--- config.mk ---
export PLATFORM = sky130hd
export DESIGN_NAME = seq_det_ctrl
export DESIGN_NICKNAME = d
export VERILOG_FILES = /design/src/rtl/seq_det_pkg.sv /design/src/rtl/seq_1011_core.sv /design/src/rtl/seq_det_ctrl.sv
export SDC_FILE = /design/constraint.sdc
export NUM_CORES = 1
export LEC_CHECK = 0
export ABC_CLOCK_PERIOD_IN_PS = 2230
export CELL_PAD_IN_SITES_DETAIL_PLACEMENT = 1
export CELL_PAD_IN_SITES_GLOBAL_PLACEMENT = 1
export CORE_MARGIN = 8
export CORE_UTILIZATION = 36
export DETAILED_ROUTE_END_ITERATION = 6
export GPL_TIMING_DRIVEN = 0
export PLACE_DENSITY_LB_ADDON = 0.05
export SYNTH_ARGS = -nofsm -noshare
export SYNTH_HDL_FRONTEND = slang
export SYNTH_SLANG_ARGS = --single-unit
--- constraint.sdc ---
create_clock -name clk -period 2.23 [get_ports clk]
set_input_delay 0.446 -clock clk [delete_from_list [all_inputs] [get_ports clk]]
set_output_delay 0.446 -clock clk [all_outputs]
set_load 0.01 [all_outputs]
--- src/rtl/seq_det_pkg.sv ---
// Shared encodings for the 1011 sequence-detect controller.
package seq_det_pkg;

  // Controller FSM encoding
  localparam logic [0:0] ST_IDLE  = 1'b0;
  localparam logic [0:0] ST_SHIFT = 1'b1;

  // Detector encoding: Sn = n leading pattern bits seen so far
  localparam logic [1:0] DS_S0 = 2'd0;
  localparam logic [1:0] DS_S1 = 2'd1;
  localparam logic [1:0] DS_S2 = 2'd2;
  localparam logic [1:0] DS_S3 = 2'd3;

  // Pattern searched for, first received bit in the MSB
  localparam logic [3:0] PATTERN = 4'b1011;

  // Next detector state for one received bit (overlapping matches allowed)
  function automatic logic [1:0] det_next(input logic [1:0] s, input logic b);
    logic [1:0] n;
    n = DS_S0;
    case (s)
      DS_S0:   n = b ? DS_S1 : DS_S0;
      DS_S1:   n = b ? DS_S1 : DS_S2;
      DS_S2:   n = b ? DS_S3 : DS_S0;
      DS_S3:   n = b ? DS_S1 : DS_S2;
      default: n = DS_S0;
    endcase
    return n;
  endfunction

endpackage

--- src/rtl/seq_1011_core.sv ---
// Mealy detector for the pattern 1011; advances only on qualified bits.
//
// state | meaning
// S0    | no useful prefix
// S1    | seen "1"
// S2    | seen "10"
// S3    | seen "101" (a following 1 is a match)
module seq_1011_core
  import seq_det_pkg::*;
(
  input  logic clk,
  input  logic reset,
  input  logic clear,
  input  logic bit_valid,
  input  logic in_bit,
  output logic match
);

  logic [1:0] r_state;

  // Detector state; clear wins so the next bit starts from S0
  always_ff @(posedge clk or posedge reset) begin
    if (reset)          r_state <= DS_S0;
    else if (clear)     r_state <= DS_S0;
    else if (bit_valid) r_state <= det_next(r_state, in_bit);
  end

  assign match = bit_valid & (r_state == DS_S3) & (in_bit == PATTERN[0]);

endmodule

--- src/rtl/seq_det_ctrl.sv ---
// Word-to-bit serializer feeding the 1011 detector, with saturating match
// counter and sticky threshold interrupt.
//
// state | meaning
// IDLE  | no word held, ready whenever enabled
// SHIFT | presenting shreg MSB each enabled cycle; reloads on the last bit
module seq_det_ctrl
  import seq_det_pkg::*;
#(
  parameter int DATA_W = 8,
  parameter int CNT_W  = 8
) (
  input  logic              clk,
  input  logic              reset,
  input  logic              enable,
  input  logic              in_valid,
  input  logic [DATA_W-1:0] in_data,
  output logic              in_ready,
  input  logic              clear_det,
  input  logic              clear_cnt,
  input  logic [CNT_W-1:0]  thresh,
  output logic              busy,
  output logic              match_pulse,
  output logic [CNT_W-1:0]  match_count,
  output logic              irq
);

  localparam int IDX_W = (DATA_W > 1) ? $clog2(DATA_W) : 1;
  localparam logic [IDX_W-1:0] LAST_IDX = IDX_W'(DATA_W - 1);
  localparam logic [CNT_W-1:0] CNT_MAX  = {CNT_W{1'b1}};

  logic [0:0]        r_state;
  logic [DATA_W-1:0] r_shreg;
  logic [IDX_W-1:0]  r_idx;
  logic              r_match_pulse;
  logic [CNT_W-1:0]  r_match_count;
  logic              r_irq;

  logic             w_last;
  logic             w_ready;
  logic             w_load;
  logic             w_bit_valid;
  logic             w_match;
  logic [CNT_W-1:0] w_cnt_inc;

  assign w_last      = (r_state == ST_SHIFT) && (r_idx == LAST_IDX);
  assign w_ready     = enable & ((r_state == ST_IDLE) | w_last);
  assign w_load      = in_valid & w_ready;
  assign w_bit_valid = enable & (r_state == ST_SHIFT);
  assign w_cnt_inc   = r_match_count + 1'b1;

  // Serializer: load on handshake (including the last bit, so no bubble), else shift
  always_ff @(posedge clk or posedge reset) begin
    if (reset) begin
      r_state <= ST_IDLE;
      r_shreg <= '0;
      r_idx   <= '0;
    end else if (enable) begin
      if (w_load) begin
        r_state <= ST_SHIFT;
        r_shreg <= in_data;
        r_idx   <= '0;
      end else if (r_state == ST_SHIFT) begin
        if (w_last) r_state <= ST_IDLE;
        r_shreg <= r_shreg << 1;
        r_idx   <= w_last ? '0 : r_idx + 1'b1;
      end
    end
  end

  seq_1011_core u_core (
    .clk       (clk),
    .reset     (reset),
    .clear     (clear_det),
    .bit_valid (w_bit_valid),
    .in_bit    (r_shreg[DATA_W-1]),
    .match     (w_match)
  );

  // Match pulse, saturating count and sticky irq; clear_cnt beats a match
  always_ff @(posedge clk or posedge reset) begin
    if (reset) begin
      r_match_pulse <= 1'b0;
      r_match_count <= '0;
      r_irq         <= 1'b0;
    end else begin
      r_match_pulse <= w_match;
      if (clear_cnt) begin
        r_match_count <= '0;
        r_irq         <= 1'b0;
      end else if (w_match && (r_match_count != CNT_MAX)) begin
        r_match_count <= w_cnt_inc;
        if ((thresh != '0) && (w_cnt_inc == thresh)) r_irq <= 1'b1;
      end
    end
  end

  assign in_ready    = w_ready;
  assign busy        = (r_state == ST_SHIFT);
  assign match_pulse = r_match_pulse;
  assign match_count = r_match_count;
  assign irq         = r_irq;

endmodule
==> Yosys cells after proc, flatten, opt, wreduce, memory -nomap -nowiden <==
Index checks and enable logic that the tools add are counted.
{ "word_totals": {"inputBits": 22, "ff_bits": 24} }
{ "classes": {"bitwise_logic": 7, "eq_ne": 6, "muxes": 19, "reduce_logical": 12, "n_addsub": 2} }
{ "op_table": {"columns": ["op", "count"], "rows": [
  ["$mux 8", 4],
  ["$mux 3", 3],
  ["$add 8x1->8 const B", 1],
  ["$eq 8x8->1", 1],
  ["$mux 2", 4],
  ["$ne 8x8->1 const B", 1],
  ["$reduce_bool 2->1", 4],
  ["$reduce_bool 8->1", 1],
  ["$mux 1", 7],
  ["$pmux 2 s3", 1],
  ["$and 1x1->1", 5],
  ["$eq 2x2->1 const B", 2],
  ["$reduce_and 2->1", 2],
  ["$add 3x1->3 const B", 1],
  ["$eq 3x3->1 const B", 1],
  ["$logic_and 1x1->1", 3],
  ["$eq 2x1->1 const B", 1],
  ["$logic_not 2->1", 1],
  ["$reduce_or 2->1", 1],
  ["$not 1->1", 1],
  ["$or 1x1->1", 1]
]} }

==> Longest topological paths before layout <==
{ "logic_depth": {"word_depth": 7, "ltp_mapped": 8, "ltp_nobuf": 7} }

==> Cells and area by module <==
Synthesis repeated with hierarchy kept, for this count alone.
{ "unflattened": {"cells_unflattened": 145, "hier_area_um2": 1368.8} }
{ "modules_own_cells": {"columns": ["mod", "area_per_inst_um2", "cells_each", "n_inst", "seq_area_each_um2"], "rows": [
  ["seq_det_ctrl", 1263.7, 134, 1, 550.5],
  ["seq_1011_core", 105.1, 11, 1, 50.0]
]} }

==> Worst setup path before layout <==
Ideal clock, no wire load.
{ "synth_timing": {"kind": "flip-flop to flip-flop", "from": "register r_idx[0]", "to": "register r_shreg[1]", "slack_ns": 0.466, "arrival_ns": 1.698, "path_stages_with_launch": 9, "synth_period_minus_slack_ns": 1.764, "t_required_ns": 2.164, "n_path_buf": 1, "path_cell_list": "dfrtp_1 > ha_1 > ha_1 > nand2b_1 > and3_1 > clkbuf_1 > nor2_1 > nand2_1 > nand2_1"} }
{ "synth_via": {"elab_chain_len": 7, "word_cells_on_any_way": 8} }
{ "synth_rtl": {"columns": ["element", "line_no", "rtl"], "rows": [
  ["from (decl)", "seq_det_ctrl.sv:34", "logic [IDX_W-1:0] r_idx;"],
  ["from (signal assigned)", "seq_det_ctrl.sv:66", "r_idx <= w_last ? '0 : r_idx + 1'b1;"],
  ["$eq 3x3->1 (*)", "seq_det_ctrl.sv:46", "assign w_last = (r_state == ST_SHIFT) && (r_idx == LAST_IDX);"],
  ["$logic_and 1x1->1 (*)", "seq_det_ctrl.sv:46", null],
  ["$or 1x1->1 (*)", "seq_det_ctrl.sv:47", "assign w_ready = enable & ((r_state == ST_IDLE) | w_last);"],
  ["$and 1x1->1 (*)", "seq_det_ctrl.sv:47", null],
  ["$and 1x1->1 (*)", "seq_det_ctrl.sv:48", "assign w_load = in_valid & w_ready;"],
  ["$reduce_bool 2->1 (no source line)", null, null],
  ["$reduce_and 2->1 (no source line)", null, null],
  ["to (signal assigned)", "seq_det_ctrl.sv:61", "r_shreg <= in_data;"],
  ["to (signal assigned)", "seq_det_ctrl.sv:65", "r_shreg <= r_shreg << 1;"],
  ["to (decl)", "seq_det_ctrl.sv:33", "logic [DATA_W-1:0] r_shreg;"]
]} }
Mark *: on every way between the ends. The rest lies on a longest branch, timed or not.
A chain may end at the register's enable or synchronous reset.

==> Worst setup path in the final report <==
{ "layout_timing": {"from": "register r_idx[0]", "to": "output port in_ready"} }
{ "layout_via": {"elab_chain_len": 4} }
{ "layout_rtl": {"columns": ["element", "line_no", "rtl"], "rows": [
  ["$eq 3x3->1", "seq_det_ctrl.sv:46", null],
  ["$logic_and 1x1->1", "seq_det_ctrl.sv:46", null],
  ["$or 1x1->1", "seq_det_ctrl.sv:47", null],
  ["$and 1x1->1", "seq_det_ctrl.sv:47", null],
  ["to (decl)", "seq_det_ctrl.sv:18", "output logic in_ready,"]
]} }
Every way passes these cells.

==> impl_metrics.env <==
export IMPL_dp_hpwl_um=2550
export IMPL_via_count=1163
export IMPL_final_setup_viol_count=0
export IMPL_critPathMaxFanout=3
export IMPL_drt_initial_drc_count=38
export IMPL_hp_class="reg -> reg"
export IMPL_diodes=0
export IMPL_synth_flop_cell="dfrtp_1"
export IMPL_cts_buffers_inserted=3
export IMPL_cts_setup_buffers=0
export IMPL_fmax_mhz=471
export IMPL_synth_warnings=0
export IMPL_max_slew_margin=0.382
export IMPL_worst_path_max_delay_cell="dfrtp_1"
export IMPL_ir_worst_vdd_mv=0.284
export IMPL_coreArea_sq_um=3630
export IMPL_met3_length_um=117
export IMPL_hold_violations=0
export IMPL_highest_layer="met4"
export IMPL_layout_common_cells="clkdlybuf4s50_1 (30), nand2_1 (25), dfrtp_1 (24)"
export IMPL_h_tree_depth=1
export IMPL_worstMarginPinSlew_ns=0.925
export IMPL_dieArea_sq_um=5950
export IMPL_placed_cell_area_sq_um=1720
export IMPL_fp_dieH_um=77.2
export IMPL_critPathTopFamily="flip-flops"
export IMPL_grt_pass1_wl_um=5920
export IMPL_end_kind="primary output"
export IMPL_cts_max_path_buffers=2
export IMPL_multi_input_area_sq_um=701
export IMPL_worstPathArrival_ns=1.68
export IMPL_portBuffers=31
export IMPL_hold_buffers=0
export IMPL_design_area_sq_um=1770
export IMPL_post_drt_wl_per_cell_um=14.5
export IMPL_synthArstFlopShare=1.00
export IMPL_fin_crit_sh=0.953
export IMPL_globalRouteTotalUtil=0.117
export IMPL_synth_edf_count=0
export IMPL_clk_latency_ns=0.27
export IMPL_report_final_slew_viol_count=0
export IMPL_outcome="complete, no violations"
export IMPL_first_pass_iters=4
export IMPL_rsz0062_at_grt="false"
export IMPL_gp_congestion=0.820
export IMPL_synth_ff_latch_count=24
export IMPL_worstSetupStartpointType="flip-flop"
export IMPL_powerDensity_nw_per_um2=614
export IMPL_register_area_sq_um=601
export IMPL_antenna_found_initial=0
export IMPL_initial_core_util=0.371
export IMPL_crit_chain="ha_1, ha_2, nand2b_1, and2_1, dlygate4sd2_1"
export IMPL_wl_met1_um=1440
export IMPL_cts_sinks=24
export IMPL_layout_commonest_cell="clkdlybuf4s50_1"
export IMPL_route_detailed_drc=0
export IMPL_grt_pass1_vias=1327
export IMPL_synth_seq_area_share=0.446
export IMPL_leakage_nw=0.751
export IMPL_cts_root_buf="clkbuf_8"
export IMPL_cts_tree="built"
export IMPL_grt_max_degree=25
export IMPL_ant_nets=0
export IMPL_area_delta_synth_final_pct=31.7
export IMPL_fillCellCount=439
export IMPL_synth_distinct_cells=37
export IMPL_tns_ns=0
export IMPL_drv_cap=0
export IMPL_final_nets=205
export IMPL_dr_wl_met2_um=1690
export IMPL_die_w_um=77.2
export IMPL_fp_row_count=22
export IMPL_slowest_delay_ns=0.41
export IMPL_cp_required_ns=1.78
export IMPL_path_class="reg -> out"
export IMPL_routed_wl_um=3290
export IMPL_clk_pin_slew_ns=0.08
export IMPL_via_per_inst=5.12
export IMPL_pin_count=34
export IMPL_syn_inst=144
export IMPL_skew_ns=0.00283
export IMPL_synth_fp_nets=169
export IMPL_drive_gt1_frac=0.0782
export IMPL_grt_overflow=0
export IMPL_syn_avg_cell_area_sq_um=9.35
export IMPL_netlist_area_sq_um=1350
export IMPL_path_buf_inv=1
export IMPL_fin_crit_ns=2.13
[path summary, 6_finish.rpt]
check	from	endpoint	slack (ns)	depth (start not counted)
setup / recovery	r_idx[0]$_DFFE_PP0P_	in_ready	0.10	5
hold / removal	r_shreg[6]$_DFFE_PP0P_	r_shreg[7]$_DFFE_PP0P_	0.49	2
setup reg to reg	r_idx[0]$_DFFE_PP0P_	r_shreg[6]$_DFFE_PP0P_	0.22	8
hold reg to reg	r_shreg[6]$_DFFE_PP0P_	r_shreg[7]$_DFFE_PP0P_	0.49	2
max in group asynchronous	reset	match_count[2]$_DFFE_PP0P_	0.98	2
min in group asynchronous	reset	match_pulse$_DFF_PP0_	0.69	2
[worst min-delay path: cells and delay by family (launching register included)]
family        cells  cell delay [ns]
flops             1             0.35
simple gates      2             0.11
[power by group]
part           total [mW]  internal (mW)  switching [mW]  leakage, nW
sequential          0.563          0.508          0.0548        0.323
combinational       0.233          0.119           0.114        0.400
clock               0.293          0.158           0.135       0.0288
[layout make-up]
cell class                 count  share of cell area
multi-input combinational    109               0.395
sequential                    24               0.339
tap                           48              0.0339
inverter                       5              0.0106
buffer                         6              0.0162
clock buffer                   4              0.0311
timing repair buffer          31               0.174
[synth_stat cells, drive strengths merged (3+ instances only)]
library cell	number	area [sq um]
nor3	6	51.3
a22oi	7	52.6
nor4	4	25.0
o31ai	3	22.5
xnor2	14	123
ha	3	37.5
nor2	9	33.8
nor3b	3	32.5
buf	4	21.3
and3	3	18.8
nand2	25	93.8
o21ai	5	25.0
inv	5	18.8
a21oi	5	25.0
dfrtp	24	601
nand3	5	30.0
[logic make-up after synthesis]
kind of cell	count (synthesis)	synth area share
simple gates	63	0.249
xor+xnor	16	0.104
buf+inv	11	0.0353
flops	24	0.446
compound gates	27	0.138
fa+ha+maj	3	0.0279
[what timing repair did]
action | in CTS | in global routing
gates resized for setup | 1 | 1
gates cloned | 0 | 0
endpoints found under the setup margin | 1 | 2
[registers in the layout, summed over array words and instances, names as in the netlist]
register / flops
u_core.r_state: 2
match_pulse: 1
busy: 1
irq: 1
r_shreg: 8
r_idx: 3
match_count: 8
[through the flow]
step / hold WS (ns) / std cells / utilization / power [mW] / setup slack [ns]
after detailed placement: 0.472 / 223 / 0.472 / 0.811 / 0.169
after CTS: 0.495 / 227 / 0.487 / 1.11 / 0.0593
final: 0.490 / 227 / 0.488 / 1.09 / 0.105
after global placement: 0.457 / 223 / 0.472 / 0.795 / 0.173
after floorplan: 0.447 / 144 / - / 0.705 / 0.466
after global routing: 0.513 / 227 / 0.488 / 1.17 / 0.00554
[layer usage]
layer,vias to the layer above,GRT usage
met4,0,0.0396
li1,572,-
met1,563,0.132
met2,23,0.211
met3,5,0.0268
met5,-,0
No activity file was read; power rests on OpenSTA's default activity.
